## src/rtl/lcd_serial_responder.sv

```systemverilog
// lcd_serial_responder: display-side end of the LCD serial register interface.
// Latency: serial lines pass a 2-flop sync plus an edge stage (3 clocks) before decode.
// Backpressure: none; the controller's serial clock paces every bit.
module lcd_serial_responder #(
  parameter logic [7:0]  HW_CONFIG_VALUE = 8'h20,
  parameter logic [23:0] HW_ID_VALUE     = 24'h000000,
  parameter int          SCRATCH_DEPTH   = 16
) (
  input  logic       i_clock,
  input  logic       i_reset,
  input  logic       i_serialClock,
  input  logic       i_serialEnable,
  input  logic       i_serialData,
  output logic       o_serialData,
  output logic       o_writeStrobe,
  output logic [6:0] o_writeAddress,
  output logic [7:0] o_writeData,
  output logic       o_frameError,
  output logic       o_busy
);

  localparam int IW = (SCRATCH_DEPTH > 1) ? $clog2(SCRATCH_DEPTH) : 1;

  typedef enum logic [2:0] {S_IDLE, S_ADDR, S_READ, S_WRITE, S_DONE} state_t;

  state_t      state_q;
  logic [4:0]  cnt_q;
  logic [7:0]  shift_q;
  logic [7:0]  shift_d;
  logic [7:0]  out_q;
  logic [6:0]  addr_q;
  logic        armed_q;
  logic [7:0]  rd_val;
  logic [7:0]  scratch_q [SCRATCH_DEPTH];

  logic sclk_s1_q, sclk_s2_q, sclk_prev_q;
  logic en_s1_q, en_s2_q;
  logic dat_s1_q, dat_s2_q;
  logic sclk_rise, sclk_fall;
  logic addr_in_scratch;
  logic wr_in_scratch;

  // Synchronizers and serial-clock history; left unreset so that a reset
  // with enable held high does not look like a fresh enable rise afterwards.
  always_ff @(posedge i_clock) begin
    sclk_s1_q   <= i_serialClock;
    sclk_s2_q   <= sclk_s1_q;
    sclk_prev_q <= sclk_s2_q;
    en_s1_q     <= i_serialEnable;
    en_s2_q     <= en_s1_q;
    dat_s1_q    <= i_serialData;
    dat_s2_q    <= dat_s1_q;
  end

  assign sclk_rise = sclk_s2_q & ~sclk_prev_q;
  assign sclk_fall = ~sclk_s2_q & sclk_prev_q;

  // Byte as it will look after shifting in the current synchronized bit.
  assign shift_d         = {shift_q[6:0], dat_s2_q};
  assign addr_in_scratch = ({25'd0, shift_d[6:0]} < SCRATCH_DEPTH);
  assign wr_in_scratch   = ({25'd0, addr_q} < SCRATCH_DEPTH);

  // Read map lookup for the address byte completing this cycle.
  always_comb begin
    rd_val = 8'h00;
    if (addr_in_scratch) begin
      rd_val = scratch_q[shift_d[IW-1:0]];
    end else begin
      case (shift_d[6:0])
        7'h78:   rd_val = HW_CONFIG_VALUE;
        7'h79:   rd_val = HW_ID_VALUE[7:0];
        7'h7A:   rd_val = HW_ID_VALUE[15:8];
        7'h7B:   rd_val = HW_ID_VALUE[23:16];
        default: rd_val = 8'h00;
      endcase
    end
  end

  // Frame decoder FSM with registered outputs and the scratch register file.
  always_ff @(posedge i_clock) begin
    if (i_reset) begin
      state_q        <= S_IDLE;
      cnt_q          <= '0;
      shift_q        <= '0;
      out_q          <= '0;
      addr_q         <= '0;
      armed_q        <= 1'b0;
      o_serialData   <= 1'b0;
      o_writeStrobe  <= 1'b0;
      o_writeAddress <= '0;
      o_writeData    <= '0;
      o_frameError   <= 1'b0;
      o_busy         <= 1'b0;
      for (int i = 0; i < SCRATCH_DEPTH; i++) scratch_q[i] <= '0;
    end else begin
      o_writeStrobe <= 1'b0;
      if ((state_q == S_ADDR || state_q == S_READ || state_q == S_WRITE) && !en_s2_q) begin
        // Enable dropped mid-frame: abort, takes priority over any edge.
        state_q      <= S_IDLE;
        o_frameError <= 1'b1;
        o_serialData <= 1'b0;
        o_busy       <= 1'b0;
      end else begin
        case (state_q)
          S_IDLE: begin
            o_serialData <= 1'b0;
            // A new frame needs enable seen low first, then high.
            if (!en_s2_q) begin
              armed_q <= 1'b1;
            end else if (armed_q) begin
              armed_q <= 1'b0;
              state_q <= S_ADDR;
              cnt_q   <= '0;
              shift_q <= '0;
              o_busy  <= 1'b1;
            end
          end
          S_ADDR: begin
            if (sclk_rise) begin
              shift_q <= shift_d;
              cnt_q   <= cnt_q + 5'd1;
              if (cnt_q == 5'd7) begin
                addr_q <= shift_d[6:0];
                if (shift_d[7]) begin
                  out_q   <= rd_val;
                  state_q <= S_READ;
                end else begin
                  state_q <= S_WRITE;
                end
              end
            end
          end
          S_READ: begin
            if (sclk_fall) begin
              o_serialData <= out_q[7];
              out_q        <= {out_q[6:0], 1'b0};
            end
            if (sclk_rise) begin
              cnt_q <= cnt_q + 5'd1;
              if (cnt_q == 5'd15) begin
                state_q      <= S_DONE;
                o_serialData <= 1'b0;
              end
            end
          end
          S_WRITE: begin
            if (sclk_rise) begin
              shift_q <= shift_d;
              cnt_q   <= cnt_q + 5'd1;
              if (cnt_q == 5'd15) begin
                state_q <= S_DONE;
                if (wr_in_scratch) begin
                  scratch_q[addr_q[IW-1:0]] <= shift_d;
                  o_writeStrobe  <= 1'b1;
                  o_writeAddress <= addr_q;
                  o_writeData    <= shift_d;
                end
              end
            end
          end
          S_DONE: begin
            o_serialData <= 1'b0;
            if (!en_s2_q) begin
              state_q <= S_IDLE;
              o_busy  <= 1'b0;
            end
          end
          default: state_q <= S_IDLE;
        endcase
      end
    end
  end

endmodule

```

## config.mk

```make
export PLATFORM = sky130hd
export DESIGN_NAME = lcd_serial_responder
export DESIGN_NICKNAME = d
export VERILOG_FILES = /design/src/rtl/lcd_serial_responder.sv
export SDC_FILE = /design/constraint.sdc
export NUM_CORES = 1
export LEC_CHECK = 0
export BUFFER_PORTS_ARGS = -buffer_cell sky130_fd_sc_hd__buf_2
export CORE_ASPECT_RATIO = 1.5
export CORE_MARGIN = 4
export CORE_UTILIZATION = 60
export DETAILED_ROUTE_END_ITERATION = 16
export GPL_TIMING_DRIVEN = 0
export PLACE_DENSITY = 0.82
export SETUP_SLACK_MARGIN = 0.4
export SYNTH_ARGS = -nofsm -noshare
export SYNTH_HDL_FRONTEND = slang
export SYNTH_SLANG_ARGS = --single-unit
```

## constraint.sdc

```tcl
create_clock -name i_clock -period 3.01 [get_ports i_clock]
set_clock_uncertainty 0.2 [all_clocks]
set_input_delay 0.602 -clock i_clock [delete_from_list [all_inputs] [get_ports i_clock]]
set_output_delay 0.602 -clock i_clock [all_outputs]
set_load 0.01 [all_outputs]
```

==> results by group <==
Timing
  – Highest clock rate: 0.3752 GHz
  – RSZ-0062 raised after global routing: false
  – Setup TNS: 0 ns
  – Final hold viol count: 0
  – Slew of the pin with the lowest slew margin: 0.7918 ns
  – Final setup viols: 0
  – Worst hold slack: 0.06717 ns
  – Final critical delay including setup and external delays: 2.665 ns
  – Max Transition Viols Final: 0
  – Crit share post-route: 88.54%
  – Headroom to the max-slew limit: 47.21%

Floorplanning
  – Initial core utilization: 61.78%
  – Number of rows in the core area: 52
  – DIE WIDTH: 104.8 µm
  – Area of the die: 16,070 µm²
  – Core region area: 13,660 µm²
  – Y dimension of the die: 153.3 µm
  – IO Count: 24

Cells and area
  – # nets final: 721
  – Combined flip-flop and latch cell area: 4992 µm²
  – Final cell area excluding filler cells: 9605 µm²
  – Multi-input gate area: 3338 µm²
  – Post-synthesis to final-layout area growth: 13.80%
  – Inserted Diodes: 0
  – Layout cells sized above 1: 22.70%
  – Filler cells: 925

Logic synthesis
  – Number of warnings printed during yosys synthesis: 0
  – Number of distinct library cells after synthesis: 67
  – Avg Synthesized Cell Area: 12.71 µm²
  – FFs w/ async S/R, synth: 0%
  – #FFs+latches synth: 185
  – Sequential share of the synthesized area: 59.06%
  – Syn_nets: 671
  – Primary FF master, synth: edfxtp_1
  – Syn Inst Count: 664
  – Post-synth EDFFs: 128
  – Summed instance area of the synthesized netlist: 8441 µm²

Drt
  – Post-route DRC violation count: 0
  – Starting DRC count in detailed routing: 401
  – Via-per-instance ratio: 6.422
  – Number of optimization iterations in the first detailed-route pass: 5
  – Post-route ant nets: 0
  – Detailed-route wire length: 21.94 mm
  – Final routed wire length divided by cell count: 24.68 µm
  – Vias post-DR: 5,709

Clock tree
  – Clock transition at the registers of the reported paths: 0.07 ns
  – Clock Sink Count: 185
  – Number of hold buffers added after CTS: 0
  – Num CTS Buffers: 17
  – Buffer depth of the longest clock path: 2
  – Clock Tree Root: clkbuf_16
  – TritonCTS clock tree: yes
  – Clock insertion delay at the later pin of the skew report: 0.44 ns
  – Total number of H-tree levels: 4

Power and ir drop
  – Power per unit of standard cell area: 590.1 nW/µm²
  – Largest voltage drop on the vdd net: 436.2 µV
  – LEAKAGE: 3.680 nW

GRT
  – All-layer global routing usage: 28.15%
  – Via count of the first global-routing pass: 5,856
  – Pin count of the biggest net entering global routing: 20
  – Aggregate global routing overflow: 0
  – Global-route wire length before repair: 33.81 mm
  – Initial antenna violation count: 0

Setup path
  – Kind of launch point of the worst setup path: register
  – Crit path largest cell delay: 0.63 ns
  – Crit path top cell by count: buf_2
  – Critical-path cell list: buf_2 -> buf_2 -> clkbuf_1 -> a32oi_1 -> a311oi_1
  – Crit path max-delay cell type: clkbuf_1
  – Family with the most delay on the worst path: buffers and inverters
  – Critical Path End Type: register
  – Number of buffer and inverter instances along the worst setup path: 3
  – Endpoint required time on the critical path: 3.13 ns
  – Arr. time, crit path: 2.79 ns
  – Worst-path maximum fanout: 10
  – Category of the critical setup timing path: reg -> reg

Outcome
  – Result of the run: completed

Min path
  – Worst min-delay path class: in -> reg

Placed design
  – HPWL reported at the end of detailed placement: 15.09 mm
  – # port buffers: 23
  – Placed Area: 8758 µm²
  – Placer congestion estimate: 0.9750

Flow run
  – Count of maximum capacitance violations: 0
[area by class of cell]
class / count / share of cell area, %
Inverter: 4 / 0.1563
Clock inverter: 15 / 1.772
Clock buffer: 17 / 4.429
Multi-Input combinational cell: 426 / 34.75
Buffer: 49 / 2.983
Tap cell: 162 / 2.110
Sequential cell: 185 / 51.97
Timing Repair Buffer: 31 / 1.824
[state kept, by name, summed over array words and instances (netlist names), 3 cells and up]
name	cells
scratch_q	128
o_writeData	8
out_q	8
addr_q	7
o_writeAddress	7
shift_q	7
cnt_q	5
state_q	3
[routing by layer]
| metal | vias up | wire length, µm | track usage, % |
|---|---|---|---|
| met4 | 0 | 1354 | 16.57 |
| met5 | - | 0 | 0 |
| li1 | 2540 | - | - |
| met2 | 279 | 11430 | 49.89 |
| met3 | 72 | 1255 | 4.557 |
| met1 | 2818 | 7900 | 31.69 |
[stage by stage]
stage	cells	worst slack (ns)	util, %	power (mW)
2_1_floorplan	664	0.6499	-	3.302
3_3_place_gp	849	0.05219	64.10	3.441
3_5_place_dp	849	0.003025	64.10	3.463
4_1_cts	884	0.3907	69.29	5.644
5_1_grt	889	0.3895	70.30	5.833
6_report	889	0.3450	70.30	5.668
[repair_timing]
action                                 4_1_cts  5_1_grt
endpoints found under the hold margin        0        0
gates resized for setup                     28       23
setup endpoints to repair                  118      128
buffers inserted                             3        5
pin swaps                                    1        3
[cell usage in the layout, fill, tap and decap left out, drive strengths merged, types with 5 or more instances in the layout]
cell type    n
a21oi       14
a22oi        5
a311oi       6
a32oi        5
and2       107
buf         58
clkbuf      39
clkinv       5
dfxtp       57
edfxtp     128
inv         13
mux2i       46
mux4        19
nand2       22
nand3       22
nand4        5
nor2        50
nor2b        7
nor3        31
or2         17
or3          5
[logic make-up after synthesis]
logic type | Yosys count | synth area share [%]
compound gates | 58 | 5.292
fa+ha+maj | 2 | 0.2964
mux | 69 | 11.10
buf+inv | 53 | 3.439
simple gates | 294 | 20.50
xor+xnor | 3 | 0.3114
flops | 185 | 59.06
[final timing paths]
check / start / slack (ns) / depth (start not counted) / end
min: i_serialClock / 0.07 / 1 / sclk_s1_q
max: shift_q[1] / 0.34 / 5 / out_q[3]
max reg2reg: shift_q[1] / 0.34 / 5 / out_q[3]
min reg2reg: sclk_s1_q / 0.13 / 0 / sclk_s2_q
[power by group]
group / switching [mW] / total (mW) / internal [mW]
sequential: 0.0487 / 2.86 / 2.81
combinational: 0.361 / 0.573 / 0.212
clock: 1.08 / 2.24 / 1.15
total: 1.49 / 5.67 / 4.18
[synthesized netlist by cell type, types with 4 or more instances]
| cell | n | area share (%) |
|---|---|---|
| or3_1 | 5 | 0.37 |
| nor2_1 | 47 | 2.1 |
| a31oi_1 | 4 | 0.30 |
| nand2_1 | 22 | 0.98 |
| or2_2 | 17 | 1.3 |
| and3_1 | 4 | 0.30 |
| a21oi_1 | 14 | 0.83 |
| inv_1 | 4 | 0.18 |
| mux2_2 | 4 | 0.53 |
| a32oi_1 | 5 | 0.52 |
| and2_1 | 107 | 7.9 |
| buf_2 | 13 | 0.77 |
| a22oi_1 | 5 | 0.44 |
| mux4_2 | 18 | 4.8 |
| nand3_1 | 21 | 1.2 |
| buf_4 | 5 | 0.44 |
| dfxtp_1 | 57 | 14 |
| a311oi_1 | 6 | 0.62 |
| nor2b_1 | 5 | 0.37 |
| nor3_1 | 29 | 1.7 |
| mux2i_1 | 46 | 5.5 |
| clkbuf_1 | 22 | 0.98 |
| edfxtp_1 | 128 | 46 |
| nand2b_1 | 4 | 0.30 |
(Power assumes the default switching activity.)
